### src/rtl/lfsr_pkg.sv
// Shared definitions for the 4-bit LFSR and its period monitor.
package lfsr_pkg;

  localparam int LFSR_WIDTH    = 4;
  localparam int DEF_MAX_COUNT = 2 ** LFSR_WIDTH;

  typedef enum logic [1:0] {
    ST_IDLE   = 2'd0,
    ST_ARM    = 2'd1,
    ST_RUN    = 2'd2,
    ST_RESULT = 2'd3
  } mon_state_e;

  // Fibonacci step for x^4+x^3+1, shifting toward the MSB.
  function automatic logic [LFSR_WIDTH-1:0] lfsr_next(
    input logic [LFSR_WIDTH-1:0] s
  );
    return {s[LFSR_WIDTH-2:0], s[3] ^ s[2]};
  endfunction

endpackage

### src/rtl/lfsr_period_monitor.sv
// Measures the recurrence period of an LFSR state stream and
// reports period / lockup / timeout / max-length over valid-ready.
module lfsr_period_monitor
  import lfsr_pkg::*;
#(
  parameter int WIDTH     = LFSR_WIDTH,
  parameter int CNT_W     = WIDTH + 1,
  parameter int MAX_COUNT = 2 ** WIDTH
) (
  input  logic             clk,
  input  logic             reset,
  input  logic             start,
  input  logic             in_valid,
  input  logic [WIDTH-1:0] lfsr_w,
  output logic             busy,
  output logic             res_valid,
  input  logic             res_ready,
  output logic [CNT_W-1:0] period,
  output logic             lockup,
  output logic             timeout,
  output logic             max_len
);

  localparam logic [CNT_W-1:0] MAX_C = CNT_W'(MAX_COUNT);
  localparam logic [CNT_W-1:0] MLEN_C = CNT_W'((2 ** WIDTH) - 1);

  mon_state_e       state_q, state_d;
  logic [WIDTH-1:0] ref_q, ref_d;
  logic [CNT_W-1:0] count_q, count_d;
  logic [CNT_W-1:0] period_q, period_d;
  logic             busy_q, busy_d;
  logic             res_valid_q, res_valid_d;
  logic             lockup_q, lockup_d;
  logic             timeout_q, timeout_d;
  logic             max_len_q, max_len_d;

  logic [CNT_W-1:0] count_nx;
  logic             is_zero;
  logic             hit_ref;
  logic             hit_zero;
  logic             hit_max;

  assign count_nx = count_q + CNT_W'(1);
  assign is_zero  = (lfsr_w == '0);
  assign hit_ref  = (lfsr_w == ref_q);
  assign hit_zero = is_zero && !hit_ref;
  assign hit_max  = (count_nx == MAX_C)
                 && !is_zero && !hit_ref;

  always_comb begin
    state_d     = state_q;
    ref_d       = ref_q;
    count_d     = count_q;
    period_d    = period_q;
    res_valid_d = res_valid_q;
    lockup_d    = lockup_q;
    timeout_d   = timeout_q;
    max_len_d   = max_len_q;

    unique case (state_q)
      ST_IDLE: begin
        if (start) begin
          state_d   = ST_ARM;
          lockup_d  = 1'b0;
          timeout_d = 1'b0;
          max_len_d = 1'b0;
        end
      end

      ST_ARM: begin
        if (in_valid) begin
          ref_d   = lfsr_w;
          count_d = '0;
          if (is_zero) begin
            state_d     = ST_RESULT;
            res_valid_d = 1'b1;
            lockup_d    = 1'b1;
            period_d    = '0;
          end else begin
            state_d = ST_RUN;
          end
        end
      end

      ST_RUN: begin
        if (in_valid) begin
          count_d = count_nx;
          // Terms are made exclusive above: match > lockup > timeout.
          unique case (1'b1)
            hit_ref: begin
              state_d     = ST_RESULT;
              res_valid_d = 1'b1;
              period_d    = count_nx;
              max_len_d   = (count_nx == MLEN_C);
            end
            hit_zero: begin
              state_d     = ST_RESULT;
              res_valid_d = 1'b1;
              lockup_d    = 1'b1;
              period_d    = count_nx;
            end
            hit_max: begin
              state_d     = ST_RESULT;
              res_valid_d = 1'b1;
              timeout_d   = 1'b1;
              period_d    = MAX_C;
            end
            default: ;
          endcase
        end
      end

      ST_RESULT: begin
        if (res_valid_q && res_ready) begin
          state_d     = ST_IDLE;
          res_valid_d = 1'b0;
        end
      end

      default: begin
        state_d     = ST_IDLE;
        res_valid_d = 1'b0;
      end
    endcase

    busy_d = (state_d == ST_ARM)
          || (state_d == ST_RUN);
  end

  always_ff @(posedge clk or posedge reset) begin
    if (reset) begin
      state_q     <= ST_IDLE;
      ref_q       <= '0;
      count_q     <= '0;
      period_q    <= '0;
      busy_q      <= 1'b0;
      res_valid_q <= 1'b0;
      lockup_q    <= 1'b0;
      timeout_q   <= 1'b0;
      max_len_q   <= 1'b0;
    end else begin
      state_q     <= state_d;
      ref_q       <= ref_d;
      count_q     <= count_d;
      period_q    <= period_d;
      busy_q      <= busy_d;
      res_valid_q <= res_valid_d;
      lockup_q    <= lockup_d;
      timeout_q   <= timeout_d;
      max_len_q   <= max_len_d;
    end
  end

  assign busy      = busy_q;
  assign res_valid = res_valid_q;
  assign period    = period_q;
  assign lockup    = lockup_q;
  assign timeout   = timeout_q;
  assign max_len   = max_len_q;

endmodule
### config.mk
export PLATFORM = sky130hd
export DESIGN_NAME = lfsr_period_monitor
export DESIGN_NICKNAME = d
export VERILOG_FILES = /design/src/rtl/lfsr_pkg.sv /design/src/rtl/lfsr_period_monitor.sv
export SDC_FILE = /design/constraint.sdc
export NUM_CORES = 1
export LEC_CHECK = 0
export CORE_MARGIN = 2
export CORE_UTILIZATION = 40
export DETAILED_ROUTE_END_ITERATION = 8
export DONT_BUFFER_PORTS = 1
export PLACE_DENSITY = 0.51
export SETUP_SLACK_MARGIN = 0.15
export SYNTH_ARGS = -nofsm -noshare
export SYNTH_HDL_FRONTEND = slang
export SYNTH_SLANG_ARGS = --single-unit
### constraint.sdc
create_clock -name clk -period 2.55 [get_ports clk]
set_input_delay 0.3825 -clock clk [delete_from_list [all_inputs] [get_ports clk]]
set_output_delay 0.3825 -clock clk [all_outputs]
set_load 0.05 [all_outputs]
Yosys cells after proc, flatten, opt, wreduce, memory -nomap -nowiden
Cells that the tools add are included.
{"block": "word_totals", "register_bits": 21, "latchBits": 0, "ram_bits": 0, "mem_bits_ro": 0, "inputBits": 9, "output_inout_bits": 10, "word_cells": 81, "n_memories": 0}
{"block": "classes", "n_addsub": 1, "n_mul": 0, "div_mod_pow": 0, "n_lt_le_gt_ge": 0, "eq_ne": 18, "shift": 0, "n_mux": 31, "n_bitwise": 0, "n_reduce_logical": 22}
{"operator": "5-bit one-hot mux with 2 select lines", "n": 3}
{"operator": "5-bit 2-to-1 mux", "n": 5}
{"operator": "2-bit != test (second input constant)", "n": 9}
{"operator": "1-bit 2-to-1 mux", "n": 13}
{"operator": "6-bit AND reduction", "n": 2}
{"operator": "2-bit 2-to-1 mux", "n": 5}
{"operator": "2-bit one-hot mux with 4 select lines", "n": 1}
{"operator": "4-bit AND reduction", "n": 2}
{"operator": "2-bit == test (second input constant)", "n": 3}
{"operator": "1-bit one-hot mux with 3 select lines", "n": 2}
{"operator": "3-bit nonzero test", "n": 2}
{"operator": "5-bit by 1-bit adder with 5-bit output (second input constant)", "n": 1}
{"operator": "5-bit by 4-bit == test with 1-bit output (second input constant)", "n": 1}
{"operator": "5-bit == test (second input constant)", "n": 1}
{"operator": "5-bit AND reduction", "n": 1}
{"operator": "2-bit by 1-bit == test with 1-bit output (second input constant)", "n": 2}
{"operator": "4-bit == test", "n": 1}
{"operator": "1-bit logical AND", "n": 4}
{"operator": "4-bit logical NOT", "n": 1}
{"operator": "1-bit one-hot mux with 2 select lines", "n": 2}
{"operator": "2-bit nonzero test", "n": 2}
{"operator": "3-bit != test (second input constant)", "n": 1}
{"operator": "3-bit AND reduction", "n": 1}
{"operator": "3-bit OR reduction", "n": 1}
{"operator": "other kinds (5)", "n": 6}

Longest topological paths before layout
Gate-level depths: netlist of run 1.
{"block": "logic_depth", "word_depth": 10, "depth_mapped": 9, "mapped_depth_nobuf": 7}

Worst setup path after synthesis of run 1
Ideal clock, no wire load.
{"block": "synth_timing", "path_kind": "reg2reg", "startpoint": "register state_q[0]", "endpoint": "register busy_q, in the netlist busy", "setup_time_ns": 0.071, "arrival_time_ns": 2.007, "t_required_ns": 2.479, "setup_slack_ns": 0.472, "path_stages_with_launch": 8, "n_path_buf": 1, "synth_period_minus_slack_ns": 2.078, "cell_sequence": "dfrtp_1 > ha_1 > a21boi_1 > o311a_1 > or2_0 > buf_2 > or4_1 > nand4_1"}
{"block": "synth_via", "word_cells_on_any_way": 13, "cone_classes": "eq/ne: 5; mux: 6; reduce/logical: 2"}
{"item": "start, declared", "line_no": "lfsr_period_monitor.sv:27", "text": "mon_state_e state_q, state_d;"}
{"item": "start signal, assigned", "line_no": "lfsr_period_monitor.sv:142", "text": "state_q <= state_d;"}
{"item": "2-bit == test (tied with other cells)", "line_no": "lfsr_period_monitor.sv:60", "text": "unique case (state_q)"}
{"item": "2-bit one-hot mux with 4 select lines (*)", "line_no": "lfsr_period_monitor.sv:60"}
{"item": "via state_d[1]", "line_no": "lfsr_period_monitor.sv:27"}
{"item": "2-bit by 1-bit == test with 1-bit output / 2-bit == test (equally long branches)", "line_no": "lfsr_period_monitor.sv:126, lfsr_period_monitor.sv:127"}
{"item": "1-bit logical OR (*)", "line_no": "lfsr_period_monitor.sv:127", "text": "|| (state_d == ST_RUN);"}
{"item": "via busy_d", "line_no": "lfsr_period_monitor.sv:31", "text": "logic busy_q, busy_d;"}
{"item": "end signal, assigned", "line_no": "lfsr_period_monitor.sv:146", "text": "busy_q <= busy_d;"}
{"item": "end, declared", "line_no": "lfsr_period_monitor.sv:31"}
The timed path passes the listed nets; every way through them passes the cells marked *.
A chain may end at the register's enable or synchronous reset.

Final worst setup path of run 1
{"block": "layout_timing", "startpoint": "register state_q[0]", "endpoint": "register busy_q, in the netlist busy"}
{"block": "layout_via", "elab_chain_cells": 5, "word_cells_on_any_way": 13, "cone_classes": "eq/ne: 5; mux: 6; reduce/logical: 2"}
{"item": "2-bit 2-to-1 mux", "line_no": "lfsr_period_monitor.sv:89", "text": "unique case (1'b1)"}
{"item": "2-bit 2-to-1 mux", "line_no": "lfsr_period_monitor.sv:86", "text": "if (in_valid) begin"}
{"item": "2-bit one-hot mux with 4 select lines (*)", "line_no": "lfsr_period_monitor.sv:60"}
{"item": "2-bit by 1-bit == test with 1-bit output / 2-bit == test (equally long branches)", "line_no": "lfsr_period_monitor.sv:126, lfsr_period_monitor.sv:127"}
{"item": "1-bit logical OR (*)", "line_no": "lfsr_period_monitor.sv:127"}
{"item": "via busy_d", "line_no": "lfsr_period_monitor.sv:31"}
Marks and branches as above.

==> metrics.txt, run 1 <==
CP required around 2.8 ns; Setup crit start kind register; Total GRT Usage about 17%; layout cells sized above 1 13.4%; Max Slew Vio Count 0; largest net degree at the start of global routing 22; Final period util 87.1%; DIE HEIGHT 61.8 um; crit path max fanout 8; Reg-to-Reg End busy; Ys Warns 0; Arr. time, crit path 2.47 ns; antenna fix cells 0; fin area 1420 um2; Pwr per Cell Area 1060 nW/um2; status finished clean; die area 3820 um2; predominant post-synthesis flop cell dfrtp_1; reg-to-reg critical path startpoint state_q[0]; GRT overflow 0; Initial Utilization 42.7%; synth-to-layout area growth 5.99%; gp weighted congestion between 0.9 and 1; Setup crit start state_q[0]; Rows 20; Post-Synthesis Cells 140; clock sink total 21; crit end category register; M1 WL 1370 um; vias per cell 5.52; R2R cell count 6; ys async rst share 100%; final setup fails 0; Core Region about 3100 um2; DRT iter0 DRCs 35; CTS clock-pin slew for the worst setup and hold paths 0.12 ns; top layer in use met4; CTS buffer count 3; Pre-antenna DRT Iters 4; Synth Register Bits 21; setup_tns 0 ns; critical path cell sequence inv_1 > ha_1 > o311a_1 > or2_0 > or4_1 > nand4_1; global-route wire length before repair 4580 um; sequential element share of the synthesized area 39.3%; Tmin final 2.22 ns; Crit Path Class reg2reg; CP peak stage delay ~0.48 ns; via count 1,027; Max-slew headroom 45.2%; clk_skew 0.00451 ns; hold-fix buffers at CTS 0; port bufs 0; R2R setup slack 0.33 ns; Max Cap Viol 0; leakage power about 0.6 nW; fillcell total 324; CTS tree built; Ports 19; Cell Area, Synth 1340 um2; met3 WL between 100 and 150 um; final hold viol count 0; initial antenna violation count 0; Syn Nets 156; vias in the first global route 1,002; fmax 450 MHz; number of synthesized flops with an enable pin 0; DR WL met2 1240 um; highest-count cells in the layout ignoring fill and taps dfrtp_1 (21), nand2_1 (15), nand3_1 (11); Tot Pwr roughly 1.5 mW; worst hold path type in2async; clock tree root driver cell clkbuf_4; Peak VDD IR 0.537 mV; post-synth cell types 45; unrepaired setup endpoints after global routing false; sequential cell area 526 um2; fin nets 159; CTS max path bufs 2; Worst Tran Pin Value 0.821 ns; Die Width about 60 um; post-CTS setup repair buffer count 0; quantity of gates resized following cts 0; CP max-delay cell dfrtp_1; placed instance area 1390 um2; commonest non-fill, non-tap cell in the layout dfrtp_1; Post-DP HPWL 2060 um; syn_area_per_cell 9.54 um2; drt wl/cell about 15 um; area of the multi-input gates 752 um2; Remaining DRCs 0; H-Tree Depth 1; clk_lat worst skew between 0.3 and 0.4 ns; crit path capture busy; post-detailed-routing wire length 2740 um; antenna-violating nets left 0
cell usage after synthesis (all sizes together), types with 2 or more instances:
cell type  number  share of area (%)
nor2            8                2.2
or4b            2                1.5
clkbuf          2               0.56
nand4           3                1.4
inv             7                2.0
a21oi           4                1.5
xor2            3                2.0
a21boi          3                1.7
a2111oi         2                1.8
or4             2                1.4
xnor2           4                2.6
dfrtp          21                 39
nand3          11                4.1
o21ai           9                3.4
nand3b          2                1.1
nor2b           2               0.94
mux2            7                5.9
buf             4                1.9
ha              7                6.6
mux2i           2                1.5
nand2          15                4.2
o2bb2ai         2                1.3
worst min path at each step:
stage                     slack, ns   from  depth (start not counted)         to
final                          0.10  reset                          1  period[1]
after global routing           0.16  reset                          1  period[1]
after CTS                      0.13  reset                          1   ref_q[2]
after detailed placement       0.48  reset                          1  period[0]
after global placement         0.48  reset                          1  period[0]
after floorplan                0.36  reset                          1       busy
metrics by stage:
step	cells	worst slack [ns]	util (%)	hold slack (ns)
after global routing	186	0.224	45.3	0.156
after global placement	182	0.431	44.4	0.482
final	186	0.328	45.3	0.105
after detailed placement	182	0.371	44.4	0.480
after CTS	186	0.338	45.3	0.127
after floorplan	140	0.472	-	0.359
flip-flops by register name, summed over array words and instances (netlist names):
name       flops
busy           1
count_q        5
lockup         1
max_len        1
period         5
ref_q          4
res_valid      1
state_q        2
timeout        1
worst max-delay path: cells and delay by family (launching register included):
| kind | cells | cell delay, ns |
|---|---|---|
| AO/OA/AOI/OAI | 1 | 0.37 |
| adder cells (fa/ha/maj) | 1 | 0.31 |
| buffers and inverters | 1 | 0.11 |
| flip-flops | 1 | 0.48 |
| AND/OR/NAND/NOR | 3 | 0.88 |
cell type report:
class | instances | share of cell area [%]
Multi-Input combinational cell | 106 | 53.1
Sequential cell | 21 | 37.1
Tap cell | 44 | 3.89
Timing Repair Buffer | 4 | 2.12
Inverter | 7 | 1.86
Clock buffer | 3 | 1.59
Clock inverter | 1 | 0.353
power breakdown:
| group | internal (mW) | switching (mW) | total, mW | leakage [nW] |
|---|---|---|---|---|
| Combinational | 0.313 | 0.404 | 0.717 | 0.306 |
| Sequential | 0.433 | 0.193 | 0.626 | 0.270 |
| Clock | 0.0586 | 0.107 | 0.165 | 0.0177 |
| Total | 0.805 | 0.703 | 1.51 | 0.594 |
cells by family (layout without fill, tap and decap cells):
logic type,count (synthesis),in the layout,share of synthesized area [%]
compound gates,31,31,16.6
xor+xnor,7,7,4.59
simple gates,52,52,21.2
buf+inv,13,15,4.40
flops,21,21,39.3
fa+ha+maj,7,7,6.55
mux,9,9,7.40
routing by layer:
layer  global-route usage, %  vias to the layer above
met5                       0                        -
met4                    5.78                        0
met3                    3.73                        2
met2                    26.5                       18
met1                    22.0                      494
li1                        -                      513
(Power assumes the default switching activity.)
==> inputs of run 2 (changes only) <==
==> constraint.sdc (replaced) <==
create_clock -name clk -period 2.55 [get_ports clk]
set_input_delay 0.255 -clock clk [delete_from_list [all_inputs] [get_ports clk]]
set_output_delay 0.255 -clock clk [all_outputs]
set_load 0.05 [all_outputs]
==> metrics.txt, run 2 (same netlist as run 1, synthesis figures left out) <==
Final period util 87.1% (about the same); Remaining DRCs 0 (unchanged); critical path cell sequence inv_1 > ha_1 > o311a_1 > or2_0 > or4_1 > nand4_1 (unchanged); DRT iter0 DRCs 29 (was 35); CP required 2.80 ns (about the same); Post-DP HPWL 2060 um (unchanged); largest net degree at the start of global routing 22 (unchanged); Tot Pwr 1.51 mW (about the same); gp weighted congestion 0.902 (unchanged); sequential cell area 526 um2 (unchanged); clk_lat worst skew 0.31 ns (about the same); unrepaired setup endpoints after global routing false (unchanged); CTS buffer count 3 (unchanged); CP peak stage delay 0.48 ns (about the same); Pre-antenna DRT Iters 4 (unchanged); initial antenna violation count 0 (unchanged); commonest non-fill, non-tap cell in the layout dfrtp_1 (unchanged); via count 1,032 (was 1,027); reg-to-reg critical path startpoint state_q[0] (unchanged); drt wl/cell 14.7 um (about the same); port bufs 0 (unchanged); synth-to-layout area growth 6.74% (was 5.99%); Setup crit start kind register (unchanged); final hold viol count 0 (unchanged); vias in the first global route 1,008 (was 1,002); fmax 450 MHz (about the same); crit end category register (unchanged); worst hold path type in2reg (was in2async); fillcell total 323 (was 324); Arr. time, crit path 2.47 ns (about the same); crit path max fanout 8 (unchanged); Ports 19 (unchanged); Crit Path Class reg2reg (unchanged); quantity of gates resized following cts 0 (unchanged); die area 3820 um2 (unchanged); Peak VDD IR 0.537 mV (about the same); CTS tree built (unchanged); clock tree root driver cell clkbuf_4 (unchanged); DIE HEIGHT 61.8 um (unchanged); Max-slew headroom 44.9% (was 45.2%); GRT overflow 0 (unchanged); Die Width 61.8 um (unchanged); CP max-delay cell dfrtp_1 (unchanged); H-Tree Depth 1 (unchanged); clock sink total 21 (unchanged); Max Cap Viol 0 (unchanged); Placed Instances 182 (unchanged); worst hold path startpoint lfsr_w[3]; post-detailed-routing wire length 2750 um (was 2740 um); final std cells w/o fill 187 (was 186); CTS clock-pin slew for the worst setup and hold paths 0.12 ns (about the same); Setup crit start state_q[0] (unchanged); antenna fix cells 0 (unchanged); Rows 20 (unchanged); antenna-violating nets left 0 (unchanged); Pwr per Cell Area 1060 nW/um2 (about the same); setup_tns 0 ns (unchanged); clk_skew 0.00425 ns (was 0.00451 ns); highest-count cells in the layout ignoring fill and taps dfrtp_1 (21), nand2_1 (15), nand3_1 (11) (unchanged); CTS max path bufs 2 (unchanged); Initial Utilization 42.7% (unchanged); Total GRT Usage 16.6% (was 16.5%); vias per cell 5.52 (about the same); area of the multi-input gates 752 um2 (unchanged); Core Region 3130 um2 (unchanged); layout cells sized above 1 13.3% (was 13.4%); Worst Tran Pin Value 0.825 ns (was 0.821 ns); fin nets 160 (was 159); leakage power 0.598 nW (was 0.594 nW); status finished clean (unchanged); Tmin final 2.22 ns (about the same); global-route wire length before repair 4600 um (was 4580 um); Max Slew Vio Count 0 (unchanged); final setup fails 0 (unchanged)
run 2: changes by cell type in the layout (fill, tap and decap cells not counted):
cell	change
dlygate4sd3_1	+1
run 2: worst paths after layout:
path | endpoint | slack, ns | cells after the start
max in group asynchronous | busy | 1.50 | 2
max reg2reg | busy | 0.33 | 6
min | ref_q[3] | 0.09 | 1
min in group asynchronous | period[1] | 0.54 | 2
max | busy | 0.33 | 6
min reg2reg | ref_q[3] | 0.54 | 1
run 2: through the flow:
step,hold WS (ns),cell area (um2),worst slack (ns),util [%]
after global placement,0.355,1390,0.431,44.4
after global routing,0.0697,1430,0.224,45.6
after floorplan,0.232,1340,0.472,-
after detailed placement,0.352,1390,0.371,44.4
after CTS,0.0703,1430,0.338,45.6
final,0.0878,1430,0.328,45.6
run 2: layout make-up:
cell class              instances  area share (%)
repair buffers                  5            2.81
inverters                       7            1.84
flip-flops and latches         21            36.8
clock inverters                 1           0.351
clock buffers                   3            1.58
multi-input cells             106            52.7
well taps                      44            3.86
run 2: layer usage:
layer  wire length [um]  GRT usage (%)  part of all wire (%)  up-vias
li1                   -              -                     -      516
met5                  0              0                     0        -
met3                111           3.73                   4.0        2
met2               1250           26.6                    46       18
met4                 21           5.78                  0.76        0
met1               1360           22.0                    50      496
run 2: what timing repair did:
item                                   in CTS  in global routing
endpoints found under the hold margin       2                  0
hold buffers                                1                  0
buffers inserted                            0                  0
run 2: where the power goes:
group | switching (mW) | total, mW | internal, mW
Combinational | 0.404 | 0.718 | 0.314
Clock | 0.107 | 0.165 | 0.0586
Sequential | 0.193 | 0.626 | 0.433
run 2: worst max-delay path: cells and delay by family (launching register included):
kind	cells	cell delay [ns]
buffers and inverters	1	0.11
DFF	1	0.48
adders and majority gates	1	0.31
and+or+nand+nor	3	0.88
AOI/OAI and AO/OA	1	0.37
